**config.mk**
```make
export PLATFORM = sky130hd
export DESIGN_NAME = mips_multicycle_ctrl
export DESIGN_NICKNAME = d
export VERILOG_FILES = /design/src/rtl/mips_multicycle_ctrl.sv
export SDC_FILE = /design/constraint.sdc
export NUM_CORES = 1
export LEC_CHECK = 0
export ABC_AREA = 1
export CORE_ASPECT_RATIO = 0.8
export CORE_MARGIN = 2
export CORE_UTILIZATION = 38
export DETAILED_ROUTE_END_ITERATION = 8
export GPL_TIMING_DRIVEN = 0
export HOLD_SLACK_MARGIN = 0.1
export PLACE_DENSITY = 0.8
export SYNTH_ARGS = -nofsm -noshare
export SYNTH_HDL_FRONTEND = slang
export SYNTH_SLANG_ARGS = --single-unit
export TNS_END_PERCENT = 5
```
**constraint.sdc**
```tcl
create_clock -name clk -period 1.3 [get_ports clk]
set_input_delay 0.26 -clock clk [delete_from_list [all_inputs] [get_ports clk]]
set_output_delay 0.26 -clock clk [all_outputs]
set_load 0.1 [all_outputs]
```
**src/rtl/mips_multicycle_ctrl.sv**
```systemverilog
// Multicycle MIPS control FSM: sequences fetch/decode/execute/memory/writeback
// and drives the datapath mux selects, write strobes and the ALU operation code.
module mips_multicycle_ctrl #(
    parameter logic [5:0] FUNCT_MUL     = 6'h18,
    parameter bit         USE_MEM_READY = 1'b1
) (
    input  logic       clk,
    input  logic       reset,
    input  logic [5:0] opcode,
    input  logic [5:0] funct,
    input  logic       zero,
    input  logic       mem_ready,
    output logic [2:0] alu_sel,
    output logic       alu_src_a,
    output logic [1:0] alu_src_b,
    output logic       iord,
    output logic       mem_write,
    output logic       ir_write,
    output logic       reg_write,
    output logic       reg_dst,
    output logic       mem_to_reg,
    output logic [1:0] pc_src,
    output logic       pc_write,
    output logic       illegal_op,
    output logic [3:0] state
);

    localparam logic [5:0] OP_RTYPE = 6'h00;
    localparam logic [5:0] OP_J     = 6'h02;
    localparam logic [5:0] OP_BEQ   = 6'h04;
    localparam logic [5:0] OP_ADDI  = 6'h08;
    localparam logic [5:0] OP_LW    = 6'h23;
    localparam logic [5:0] OP_SW    = 6'h2B;

    localparam logic [5:0] FN_ADD = 6'h20;
    localparam logic [5:0] FN_SUB = 6'h22;
    localparam logic [5:0] FN_AND = 6'h24;
    localparam logic [5:0] FN_OR  = 6'h25;
    localparam logic [5:0] FN_SLT = 6'h2A;

    localparam logic [2:0] ALU_AND = 3'b000;
    localparam logic [2:0] ALU_OR  = 3'b001;
    localparam logic [2:0] ALU_ADD = 3'b010;
    localparam logic [2:0] ALU_SUB = 3'b100;
    localparam logic [2:0] ALU_MUL = 3'b101;
    localparam logic [2:0] ALU_SLT = 3'b110;

    typedef enum logic [3:0] {
        S_FETCH  = 4'd0,
        S_DECODE = 4'd1,
        S_MEMADR = 4'd2,
        S_MEMRD  = 4'd3,
        S_MEMWB  = 4'd4,
        S_MEMWR  = 4'd5,
        S_EXEC   = 4'd6,
        S_ALUWB  = 4'd7,
        S_BRANCH = 4'd8,
        S_ADDIEX = 4'd9,
        S_ADDIWB = 4'd10,
        S_JUMP   = 4'd11
    } state_e;

    state_e     state_q, state_d;
    logic       memDone;
    logic       functLegal;
    logic [2:0] rTypeSel;

    assign memDone = USE_MEM_READY ? mem_ready : 1'b1;
    assign state   = state_q;

    // R-type funct decode; the multiply code is a parameter so it is checked first.
    always_comb begin
        functLegal = 1'b1;
        rTypeSel   = ALU_ADD;
        if (funct == FUNCT_MUL) begin
            rTypeSel = ALU_MUL;
        end else begin
            case (funct)
                FN_ADD:  rTypeSel = ALU_ADD;
                FN_SUB:  rTypeSel = ALU_SUB;
                FN_AND:  rTypeSel = ALU_AND;
                FN_OR:   rTypeSel = ALU_OR;
                FN_SLT:  rTypeSel = ALU_SLT;
                default: functLegal = 1'b0;
            endcase
        end
    end

    always_ff @(posedge clk or negedge reset) begin
        if (!reset) begin
            state_q <= S_FETCH;
        end else begin
            state_q <= state_d;
        end
    end

    always_comb begin
        state_d    = state_q;
        alu_sel    = ALU_AND;
        alu_src_a  = 1'b0;
        alu_src_b  = 2'b00;
        iord       = 1'b0;
        mem_write  = 1'b0;
        ir_write   = 1'b0;
        reg_write  = 1'b0;
        reg_dst    = 1'b0;
        mem_to_reg = 1'b0;
        pc_src     = 2'b00;
        pc_write   = 1'b0;
        illegal_op = 1'b0;

        case (state_q)
            S_FETCH: begin
                alu_src_b = 2'b01;
                alu_sel   = ALU_ADD;
                if (memDone) begin
                    ir_write = 1'b1;
                    pc_write = 1'b1;
                    state_d  = S_DECODE;
                end
            end
            S_DECODE: begin
                // Branch target is precomputed here while the opcode is dispatched.
                alu_src_b = 2'b11;
                alu_sel   = ALU_ADD;
                case (opcode)
                    OP_LW, OP_SW: state_d = S_MEMADR;
                    OP_BEQ:       state_d = S_BRANCH;
                    OP_ADDI:      state_d = S_ADDIEX;
                    OP_J:         state_d = S_JUMP;
                    OP_RTYPE: begin
                        if (functLegal) begin
                            state_d = S_EXEC;
                        end else begin
                            illegal_op = 1'b1;
                            state_d    = S_FETCH;
                        end
                    end
                    default: begin
                        illegal_op = 1'b1;
                        state_d    = S_FETCH;
                    end
                endcase
            end
            S_MEMADR: begin
                alu_src_a = 1'b1;
                alu_src_b = 2'b10;
                alu_sel   = ALU_ADD;
                if (opcode == OP_LW) begin
                    state_d = S_MEMRD;
                end else if (opcode == OP_SW) begin
                    state_d = S_MEMWR;
                end else begin
                    state_d = S_FETCH;
                end
            end
            S_MEMRD: begin
                iord = 1'b1;
                if (memDone) state_d = S_MEMWB;
            end
            S_MEMWB: begin
                reg_write  = 1'b1;
                mem_to_reg = 1'b1;
                state_d    = S_FETCH;
            end
            S_MEMWR: begin
                iord      = 1'b1;
                mem_write = 1'b1;
                if (memDone) state_d = S_FETCH;
            end
            S_EXEC: begin
                alu_src_a = 1'b1;
                alu_sel   = rTypeSel;
                state_d   = S_ALUWB;
            end
            S_ALUWB: begin
                reg_write = 1'b1;
                reg_dst   = 1'b1;
                state_d   = S_FETCH;
            end
            S_BRANCH: begin
                alu_src_a = 1'b1;
                alu_sel   = ALU_SUB;
                pc_src    = 2'b01;
                pc_write  = zero;
                state_d   = S_FETCH;
            end
            S_ADDIEX: begin
                alu_src_a = 1'b1;
                alu_src_b = 2'b10;
                alu_sel   = ALU_ADD;
                state_d   = S_ADDIWB;
            end
            S_ADDIWB: begin
                reg_write = 1'b1;
                state_d   = S_FETCH;
            end
            S_JUMP: begin
                pc_src   = 2'b10;
                pc_write = 1'b1;
                state_d  = S_FETCH;
            end
            default: state_d = S_FETCH;
        endcase

        // The ALU reads zero=1 while in reset, so strobes are gated off directly.
        if (!reset) begin
            mem_write  = 1'b0;
            ir_write   = 1'b0;
            reg_write  = 1'b0;
            pc_write   = 1'b0;
            illegal_op = 1'b0;
        end
    end

endmodule
```
==> flow_summary.ini, run 1 <==
[status]
status = finished, violations left
violations = setup timing

[clocking]
clockRootBuffer = clkbuf_4
clkTransAtPathRegs_ns = 0.04
cts.path.max_buffers = 2
cts_made_buffers = 3
htreeDepth = 1
cts_tree = done
clk_latency_ns = 0.24
cts_sinks = 4

[synthesis]
synthSimpleGateAreaFrac = 0.593
postSynthAreaPerCell_um2 = 5.09
synth_nets = 142
yosys.area_share.adder = 0
ys_seq_area_frac = 0.156
synth-xor-area-share = 0
ys_async_sr_fraction = 1.00
yosysTopAreaCellShare = 0.199
yosysWarnings = 0
synth_cell_types = 20
synth_top_family_by_area = simple AND/OR/NAND/NOR gates
syn-cell-area_um2 = 642
synth_edf_count = 0
synth_ff_type = dfrtp_1
synth-compound-area-share = 0.105
muxShareOfSynthArea = 0
synth_top_area_cell = nand2_1
syn-instance-count = 126
synth-seq-cells = 4
yosys-top-cells-count = 34 x nand2_1, 26 x nor2_1, 19 x inv_1
synthTopCellsByArea = nand2_1 20%, dfrtp_1 16%, nor2_1 15%
synth.most_common_cell = nand2_1

[sta]
clock_skew_ns = 0.00534
fmax_ghz = 0.525
fin_crit_sh = 1.46
relSlewSlack = 0.654
timing_hold_violations_final = 0
worst_slack_ns = -0.604
slew_violations = 0
finalCriticalPeriod_ns = 1.90
rsz0062_at_grt = yes
tightest_slew_ns = 0.522
setup_viol = 22

[final_layout]
syn_to_final_growth_pct = 130
nets = 191
largest_reg_flops = 4
fill_cells = 63
antenna-diode-count = 0
layout.cells.non_filler = 195
layout-drive-gt1-share = 0.526
utilization = 0.917

[power]
ir_worst_vdd_v = 0.00200
p_leak_nw = 0.675
power.density_nw_per_um2 = 1800

[worst_setup_path]
path_class = in2out
required_ns = 1.04
path_max_fanout = 3
crit_arrival_ns = 1.64
critPathCaptureType = output pin
startpoint_type = input pin

[floorplanning]
die_area_um2 = 2040
chipHeight_um = 40.8
io_pins = 36
start_util = 0.399
core_area_um2 = 1610
dieWidth_um = 50.0
num_rows = 13

[place]
dp_cells = 183
routabilityCongestion = 0.857
io_buffer_count = 35
hpwl_um = 1710

[grt]
grt_pass1_wl_um = 4510
antenna_found_initial = 0
grt_usage = 0.308
overflow = 0
grt_max_degree = 8
grt_pass1_vias = 1030

[route]
routedWlPerCell_um = 16.9
first_iter_violations = 34
vias = 1073
drt-total-wl_um = 3290
drc = 0
drt-pass1-iter-count = 5
via_per_inst = 5.50
postRouteAntennaNets = 0

[run]
drv_cap = 0

[worst_hold_path]
hp-class = in2reg
[cell families after synthesis]
| logic type | after synthesis |
|---|---|
| AO/OA/AOI/OAI | 12 |
| flip-flops | 4 |
| AND/OR/NAND/NOR | 85 |
| buffers and inverters | 25 |
[worst paths after layout]
path	from	to	slack [ns]	cells past startpoint
worst max-delay path	opcode[5]	illegal_op	-0.60	8
worst min-delay path	opcode[3]	state[1]	0.62	4
worst max register to register	state[2]	state[2]	-0.20	9
worst min register to register	state[0]	state[0]	0.66	2
max in group asynchronous	reset	state[2]	0.39	2
min in group asynchronous	reset	state[3]	0.70	2
[per-layer routing]
layer | vias to the layer above | GRT usage | part of all wire
met5 | - | 0 | 0
met4 | 0 | 0.188 | 0.050
met3 | 18 | 0.102 | 0.083
met2 | 79 | 0.610 | 0.51
met1 | 488 | 0.295 | 0.36
li1 | 488 | - | -
[worst max-delay path, stage by stage]
cell and delay (ns):
clkdlybuf4s50_1 0.46, nor2_2 0.19, nand3_2 0.15, o22ai_2 0.21
nor2_1 0.06, nand2_1 0.10, nor2_4 0.05, buf_12 0.16
[layout by cell type (no fill, tap or decap), types with 3 or more instances in the layout]
cell type	count
buf_12	14
nand2_4	3
inv_4	3
clkbuf_4	3
dfrtp_4	4
nor2_1	14
buf_4	10
nor2_2	6
nor2_4	11
inv_1	11
dlygate4sd2_1	11
inv_2	10
nand3_2	5
nand2_2	6
clkdlybuf4s50_1	4
nand3_1	5
nand2_1	28
[timing repair]
item | in CTS | in global routing
endpoints found under the setup margin | 23 | 23
resized for setup | 199 | 11
hold buffers | 1 | 0
pin swaps | 11 | 4
setup buffers | 7 | 1
hold endpoints to repair | 4 | 0
[stage by stage]
stage                     power (mW)  hold WS (ns)  area [µm²]  setup TNS, ns  worst slack [ns]
after global routing            2.76         0.633        1480          -9.06            -0.663
after detailed placement        1.91         0.549        1130         -22.82             -1.68
after CTS                       2.48         0.592        1420          -6.57            -0.493
after global placement          1.90         0.550        1130         -22.45             -1.63
after floorplan                 1.55       -0.0356         754         -11.96             -1.07
final                           2.66         0.623        1480          -8.02            -0.604
[where the power goes]
part	total (mW)	internal, mW	switching, mW	leakage (nW)
registers	0.260	0.171	0.0891	0.0466
logic	2.24	0.757	1.48	0.615
clock network	0.156	0.103	0.0523	0.0138
total	2.66	1.03	1.62	0.675
[area by class of cell]
type	count	area [µm²]	area share
sequential	4	115	0.0780
multi-input combinational	97	662	0.448
clock buffer	3	22.5	0.0153
tap	22	27.5	0.0186
inverter	25	105	0.0712
timing repair buffer	44	544	0.369
No activity file was read; power rests on OpenSTA's default activity.
==> run 2, diff against run 1 <==
--- a/config.mk
+++ b/config.mk
@@ -5,14 +5,14 @@
 export SDC_FILE = /design/constraint.sdc
 export NUM_CORES = 1
 export LEC_CHECK = 0
-export ABC_AREA = 1
+export ABC_AREA = 0
 export CORE_ASPECT_RATIO = 0.8
 export CORE_MARGIN = 2
-export CORE_UTILIZATION = 38
+export CORE_UTILIZATION = 39
 export DETAILED_ROUTE_END_ITERATION = 8
 export GPL_TIMING_DRIVEN = 0
 export HOLD_SLACK_MARGIN = 0.1
-export PLACE_DENSITY = 0.8
+export PLACE_DENSITY = 0.79
 export SYNTH_ARGS = -nofsm -noshare
 export SYNTH_HDL_FRONTEND = slang
 export SYNTH_SLANG_ARGS = --single-unit
==> run 2 against run 1 <==
  * The run now fails in 5_1_grt
  * Synthesized area increased by 7.8%
  * Synthesized cell count decreased by 20%
==> flow_summary.ini, run 2 <==
[status]
status = did not finish
error = [ERROR DPL-0038] Utilization greater than 100%, impossible to legalize
stop_stage = 5_1_grt

[floorplanning]
dieWidth_um = 51.1
start_util = 0.421
io_pins = 36
chipHeight_um = 41.7
num_rows = 13

[synthesis]
synth_nets = 117
synth_edf_count = 0
yosys-top-cells-count = 11 x nor2_1, 8 x nor3_1, 8 x o21ai_0
syn-cell-area_um2 = 692
synth_cell_types = 41
synth_ff_type = dfrtp_1
synth-seq-cells = 4
syn-instance-count = 101
synthTopCellsByArea = dfrtp_1 14%, nor2_1 6.0%, nor3_1 5.8%
ys_async_sr_fraction = 1.00
yosysTopAreaCellShare = 0.145
synth_top_area_cell = dfrtp_1
ys_seq_area_frac = 0.145
synth.most_common_cell = nor2_1
yosysWarnings = 0
postSynthAreaPerCell_um2 = 6.85

[place]
placed_cell_area_um2 = 1240
routabilityCongestion = 0.849
hpwl_um = 1850
io_buffer_count = 34
dp_cells = 157

[grt]
grt_max_degree = 11

[sta]
endpoint_type = primary output
grt-worst-endpoint = pc_write

[clocking]
cts.path.max_buffers = 2
cts_made_buffers = 3
htreeDepth = 1
cts_sinks = 4
clockRootBuffer = clkbuf_4
run 2: repair_timing:
item,4_1_cts
resized for setup,176
endpoints found under the hold margin,4
pin swaps,4
hold buffers,1
setup buffers,7
setup endpoints to repair,23
run 2: cell families after synthesis:
kind of cell / synth area share
muxes: 0.0163
buffers and inverters: 0.0543
AOI/OAI and AO/OA: 0.250
and+or+nand+nor: 0.497
DFF: 0.145
xor gates and xnor gates: 0.0380
run 2: metrics by stage:
stage	setup slack, ns	hold slack, ns	setup TNS [ns]
after CTS	-0.739	0.557	-11.43
after detailed placement	-1.77	0.569	-25.26
after global placement	-1.74	0.564	-24.78
after floorplan	-1.15	-0.0356	-15.68
==> run 3, diff against run 2 <==
--- a/config.mk
+++ b/config.mk
@@ -6,13 +6,11 @@
 export NUM_CORES = 1
 export LEC_CHECK = 0
 export ABC_AREA = 0
-export CORE_ASPECT_RATIO = 0.8
-export CORE_MARGIN = 2
-export CORE_UTILIZATION = 39
+export CORE_AREA = 2 2 63 65
 export DETAILED_ROUTE_END_ITERATION = 8
+export DIE_AREA = 0 0 65 67
 export GPL_TIMING_DRIVEN = 0
-export HOLD_SLACK_MARGIN = 0.1
-export PLACE_DENSITY = 0.79
+export PLACE_DENSITY_LB_ADDON = 0.15
 export SYNTH_ARGS = -nofsm -noshare
 export SYNTH_HDL_FRONTEND = slang
 export SYNTH_SLANG_ARGS = --single-unit
==> run 3 against run 2 <==
  * Synthesized cell count unchanged
  * The flow now finishes, with violations (setup timing)
  * Synthesized area did not move
==> flow_summary.ini, run 3 <==
[status]
status = finished, violations left
violations = setup timing

[grt]
grt_max_degree = 11
grt_pass1_vias = 1018
gr-usage-met2 = 0.259
antenna_found_initial = 0
overflow = 0
grt-busiest-layer = met2
grt_usage = 0.138
grt_pass1_wl_um = 4720
met1_usage = 0.163
met3_usage = 0.0287

[synthesis]
syn-instance-count = 101
ys_seq_area_frac = 0.145
synth_ff_type = dfrtp_1
syn-cell-area_um2 = 692
synth_cell_types = 41
synth_edf_count = 0
yosysTopAreaCellShare = 0.145
synthTopCellsByArea = dfrtp_1 14%, nor2_1 6.0%, nor3_1 5.8%
synth.most_common_cell = nor2_1
yosys-top-cells-count = 11 x nor2_1, 8 x nor3_1, 8 x o21ai_0
yosysWarnings = 0
ys_async_sr_fraction = 1.00
synth_nets = 117
synth-seq-cells = 4
postSynthAreaPerCell_um2 = 6.85
synth_top_area_cell = dfrtp_1

[floorplanning]
die_area_um2 = 4360
num_rows = 22
io_pins = 36
dieWidth_um = 65
core_area_um2 = 3610
start_util = 0.192
chipHeight_um = 67

[clocking]
cts.path.max_buffers = 2
clk_latency_ns = 0.21
clockRootBuffer = clkbuf_8
clkTransAtPathRegs_ns = 0.03
htreeDepth = 1
cts_sinks = 4
cts_tree = done
cts_made_buffers = 3

[route]
drt-total-wl_um = 2800
routedWlPerCell_um = 14.2
postRouteAntennaNets = 0
first_iter_violations = 33
drt-pass1-iter-count = 4
vias = 1017
via_per_inst = 5.16
drc = 0

[power]
seqPwrFrac = 0.104
total_power_mw = 1.68
comb_power_share = 0.745
p_switching_uw = 843
cellInternalPower_uw = 841
p_sw_frac = 0.500
p_leak_nw = 0.629
clkPwrFrac = 0.150
power.density_nw_per_um2 = 1040
ir_worst_vdd_v = 0.000417

[sta]
setup_viol = 21
relSlewSlack = 0.724
worst_slack_ns = -0.719
rsz0062_at_grt = yes
tightest_slew_ns = 0.408
clock_skew_ns = 0.00183
fmax_ghz = 0.495
setup-tns-final_ns = -9.92
finalCriticalPeriod_ns = 2.02
timing_hold_violations_final = 0
slew_violations = 0
fin_crit_sh = 1.55

[worst_setup_path]
path_max_fanout = 10
crit_arrival_ns = 1.76
reg2reg_from = state[1]
reg2reg_slack_ns = -0.60
path_class = reg2out
critPathCaptureType = output pin
reg2reg_to = state[1]
slowest_stage = dfrtp_4
reg2reg_depth = 6
startpoint_type = register
required_ns = 1.04
cp_cell_sequence = clkbuf_8 > clkinvlp_4 > mux2_4 > nor3b_4 > buf_12
critPathMaxStageDelay_ns = 0.49

[place]
dpl_worst_slack_ns = -1.79
io_buffer_count = 34
routabilityCongestion = 0.861
hpwl_um = 2010

[run]
drv_cap = 0

[final_layout]
syn_to_final_growth_pct = 135
final_common_cell = buf_12
nets = 167
mostFrequentLayoutCells = 16 x buf_12, 10 x buf_4, 9 x dlygate4sd2_1
layout-drive-gt1-share = 0.517
antenna-diode-count = 0
largest_reg_flops = 4

[worst_hold_path]
hp-class = in2async
[run 3: cell counts after synthesis]
Identical to the previous run, type by type.
[run 3: kinds of logic (layout without fill, tap and decap cells)]
group / Yosys count / count (layout) / synth area share
AND/OR/NAND/NOR: 59 / 59 / 0.497
AO/OA/AOI/OAI: 26 / 26 / 0.250
XOR/XNOR: 3 / 3 / 0.0380
flip-flops: 4 / 4 / 0.145
buffers and inverters: 8 / 56 / 0.0543
multiplexers: 1 / 1 / 0.0163
[run 3: how the worst max path moves through the flow]
stage	to	slack, ns	start
after detailed placement	illegal_op	-1.79	funct[1]
final	pc_write	-0.72	state[3]
after CTS	pc_write	-0.71	state[1]
after global routing	pc_write	-0.78	state[1]
after global placement	illegal_op	-1.77	funct[1]
after floorplan	pc_write	-1.15	state[0]
[run 3: power groups by stage]
stage	clock network (mW)	registers, mW	logic, mW
2_1_floorplan	0	0.269	0.668
3_3_place_gp	0	0.179	0.998
3_5_place_dp	0	0.179	0.998
4_1_cts	0.259	0.173	1.17
5_1_grt	0.275	0.179	1.31
6_report	0.253	0.176	1.26
[run 3: through the flow]
| step | instances | hold WS (ns) | utilization | instance area, µm² |
|---|---|---|---|---|
| after detailed placement | 183 | 0.563 | 0.354 | 1280 |
| after global placement | 183 | 0.559 | 0.354 | 1280 |
| final | 197 | 0.0792 | 0.450 | 1620 |
| after CTS | 192 | 0.0779 | 0.428 | 1540 |
| after floorplan | 101 | -0.0356 | - | 876 |
| after global routing | 197 | 0.0803 | 0.450 | 1620 |
[run 3: layout make-up]
cell class	instances	area, µm²
fill	359	1980
multi-input combinational	89	727
timing repair buffer	45	577
sequential	4	115
buffer	6	92.6
tap	48	60.1
clock buffer	3	41.3
inverter	2	11.3
[run 3: worst max-delay path: cells and delay by family (launching register included)]
| family | cells | cell delay (ns) |
|---|---|---|
| and+or+nand+nor | 1 | 0.23 |
| buffers and inverters | 3 | 0.51 |
| muxes | 1 | 0.32 |
| DFF | 1 | 0.49 |
[run 3: timing repair]
action                                  in CTS  in global routing
resized for setup                          183                 20
endpoints found under the setup margin      24                 23
hold buffers                                 0                  0
buffers inserted                             6                  5
pin swaps                                    6                  2
[run 3: metal layers]
metal	wire, µm	share of wire
met5	0	0
met4	27	0.0097
met2	1420	0.51
met1	1170	0.42
met3	182	0.065
==> run 4, diff against run 3 <==
--- a/config.mk
+++ b/config.mk
@@ -11,6 +11,7 @@
 export DIE_AREA = 0 0 65 67
 export GPL_TIMING_DRIVEN = 0
 export PLACE_DENSITY_LB_ADDON = 0.15
+export RECOVER_POWER = 100
 export SYNTH_ARGS = -nofsm -noshare
 export SYNTH_HDL_FRONTEND = slang
 export SYNTH_SLANG_ARGS = --single-unit
==> run 4 against run 3 <==
  * The run still ends with setup timing left
  * Critical path type unchanged
  * Non-clock buffer count is the same
  * Sequential power is essentially flat
  * Wire length is essentially flat
  * Critical endpoint unchanged
  * Hold slack is the same
  * Clock power is essentially flat
  * Sequential share of layout area is the same
  * First-iteration DRC count is the same
==> flow_summary.ini, run 4 (same netlist as run 3, synthesis figures left out) <==
[status]
status = finished, violations left
violations = setup timing

[floorplanning]
dieWidth_um = 65
io_pins = 36
start_util = 0.192
die_area_um2 = 4360
chipHeight_um = 67
core_area_um2 = 3610
num_rows = 22

[grt]
grt_pass1_wl_um = 4720
grt_max_degree = 11
overflow = 0
grt_pass1_vias = 1018
antenna_found_initial = 0
grt_usage = 0.138

[clocking]
clockRootBuffer = clkbuf_8
clkTransAtPathRegs_ns = 0.03
cts_sinks = 4
cts_tree = done
cts.path.max_buffers = 2
cts_hold_buf = 0
clk_latency_ns = 0.21
htreeDepth = 1
cts_made_buffers = 3

[final_layout]
fill_cells = 359
ff_latch_area_um2 = 115
mostFrequentLayoutCells = 16 x buf_12, 9 x dlygate4sd2_1, 9 x buf_4
largest_reg_flops = 4
layout-drive-gt1-share = 0.517
syn_to_final_growth_pct = 135
final_common_cell = buf_12
antenna-diode-count = 0
multiInputGateArea_um2 = 727
nets = 167

[sta]
setup_viol = 21
slew_violations = 0
fmax_ghz = 0.496
tightest_slew_ns = 0.408
finalCriticalPeriod_ns = 2.02
setup-tns-final_ns = -9.91
worst_slack_ns = -0.717
clock_skew_ns = 0.00183
rsz0062_at_grt = yes
fin_crit_sh = 1.55
relSlewSlack = 0.724
timing_hold_violations_final = 0

[route]
drt-total-wl_um = 2800
drc = 0
first_iter_violations = 33
via_per_inst = 5.16
drt-pass1-iter-count = 4
postRouteAntennaNets = 0
vias = 1017
routedWlPerCell_um = 14.2

[worst_setup_path]
startpoint_type = register
critPathLaunch = state[3]
critPathCaptureType = output pin
reg2reg_slack_ns = -0.60
reg2reg_depth = 6
crit_arrival_ns = 1.76
path_class = reg2out
reg2reg_to = state[1]
reg2reg_from = state[1]
crit_path_end = pc_write
path_max_fanout = 10
required_ns = 1.04

[power]
power.density_nw_per_um2 = 1040
ir_worst_vdd_v = 0.000417
p_leak_nw = 0.628

[place]
routabilityCongestion = 0.861
hpwl_um = 2010
dpl_worst_slack_ns = -1.79
io_buffer_count = 34

[run]
drv_cap = 0

[worst_hold_path]
hp-class = in2async
-- run 4: report_power, final --
| part | leakage, nW | switching, mW | internal (mW) |
|---|---|---|---|
| Clock | 0.0216 | 0.0566 | 0.197 |
| Combinational | 0.560 | 0.758 | 0.497 |
| Sequential | 0.0468 | 0.0282 | 0.148 |
-- run 4: worst min-delay path by stage --
stage	slack, ns	cells past startpoint	end
global placement	0.56	1	state[3]
finish	0.08	1	state[2]
CTS	0.08	1	state[2]
global route	0.08	1	state[2]
floorplan	-0.04	0	state[0]
detailed placement	0.56	1	state[3]
-- run 4: cell type report --
class                      count  area share
timing repair buffer          45       0.355
buffer                         6      0.0570
inverter                       2     0.00693
clock buffer                   3      0.0254
sequential                     4      0.0709
tap                           48      0.0370
multi-input combinational     89       0.448
-- run 4: critical path, stage by stage (launching register included) --
cell	delay, ns
dfrtp_4	0.49
clkbuf_8	0.19
clkinvlp_4	0.12
mux2_4	0.32
nor3b_4	0.23
buf_12	0.20
-- run 4: through the flow --
step	total power [mW]	hold WS, ns	util	cells	cell area, µm²
2_1_floorplan	0.937	-0.0356	-	101	876
3_3_place_gp	1.18	0.559	0.354	183	1280
3_5_place_dp	1.18	0.563	0.354	183	1280
4_1_cts	1.60	0.0779	0.428	192	1540
5_1_grt	1.77	0.0803	0.450	197	1620
6_report	1.68	0.0792	0.450	197	1620
-- run 4: repair_timing --
action | 4_1_cts | 5_1_grt
pin swaps | 6 | 2
setup endpoints to repair | 24 | 23
gates resized for setup | 183 | 20
buffers inserted | 6 | 5
-- run 4: layer usage --
metal	wire length (µm)	global-route usage	part of all wire
met5	0	0	0
met4	27	0.0213	0.0097
met3	182	0.0287	0.065
met2	1420	0.259	0.51
met1	1170	0.163	0.42
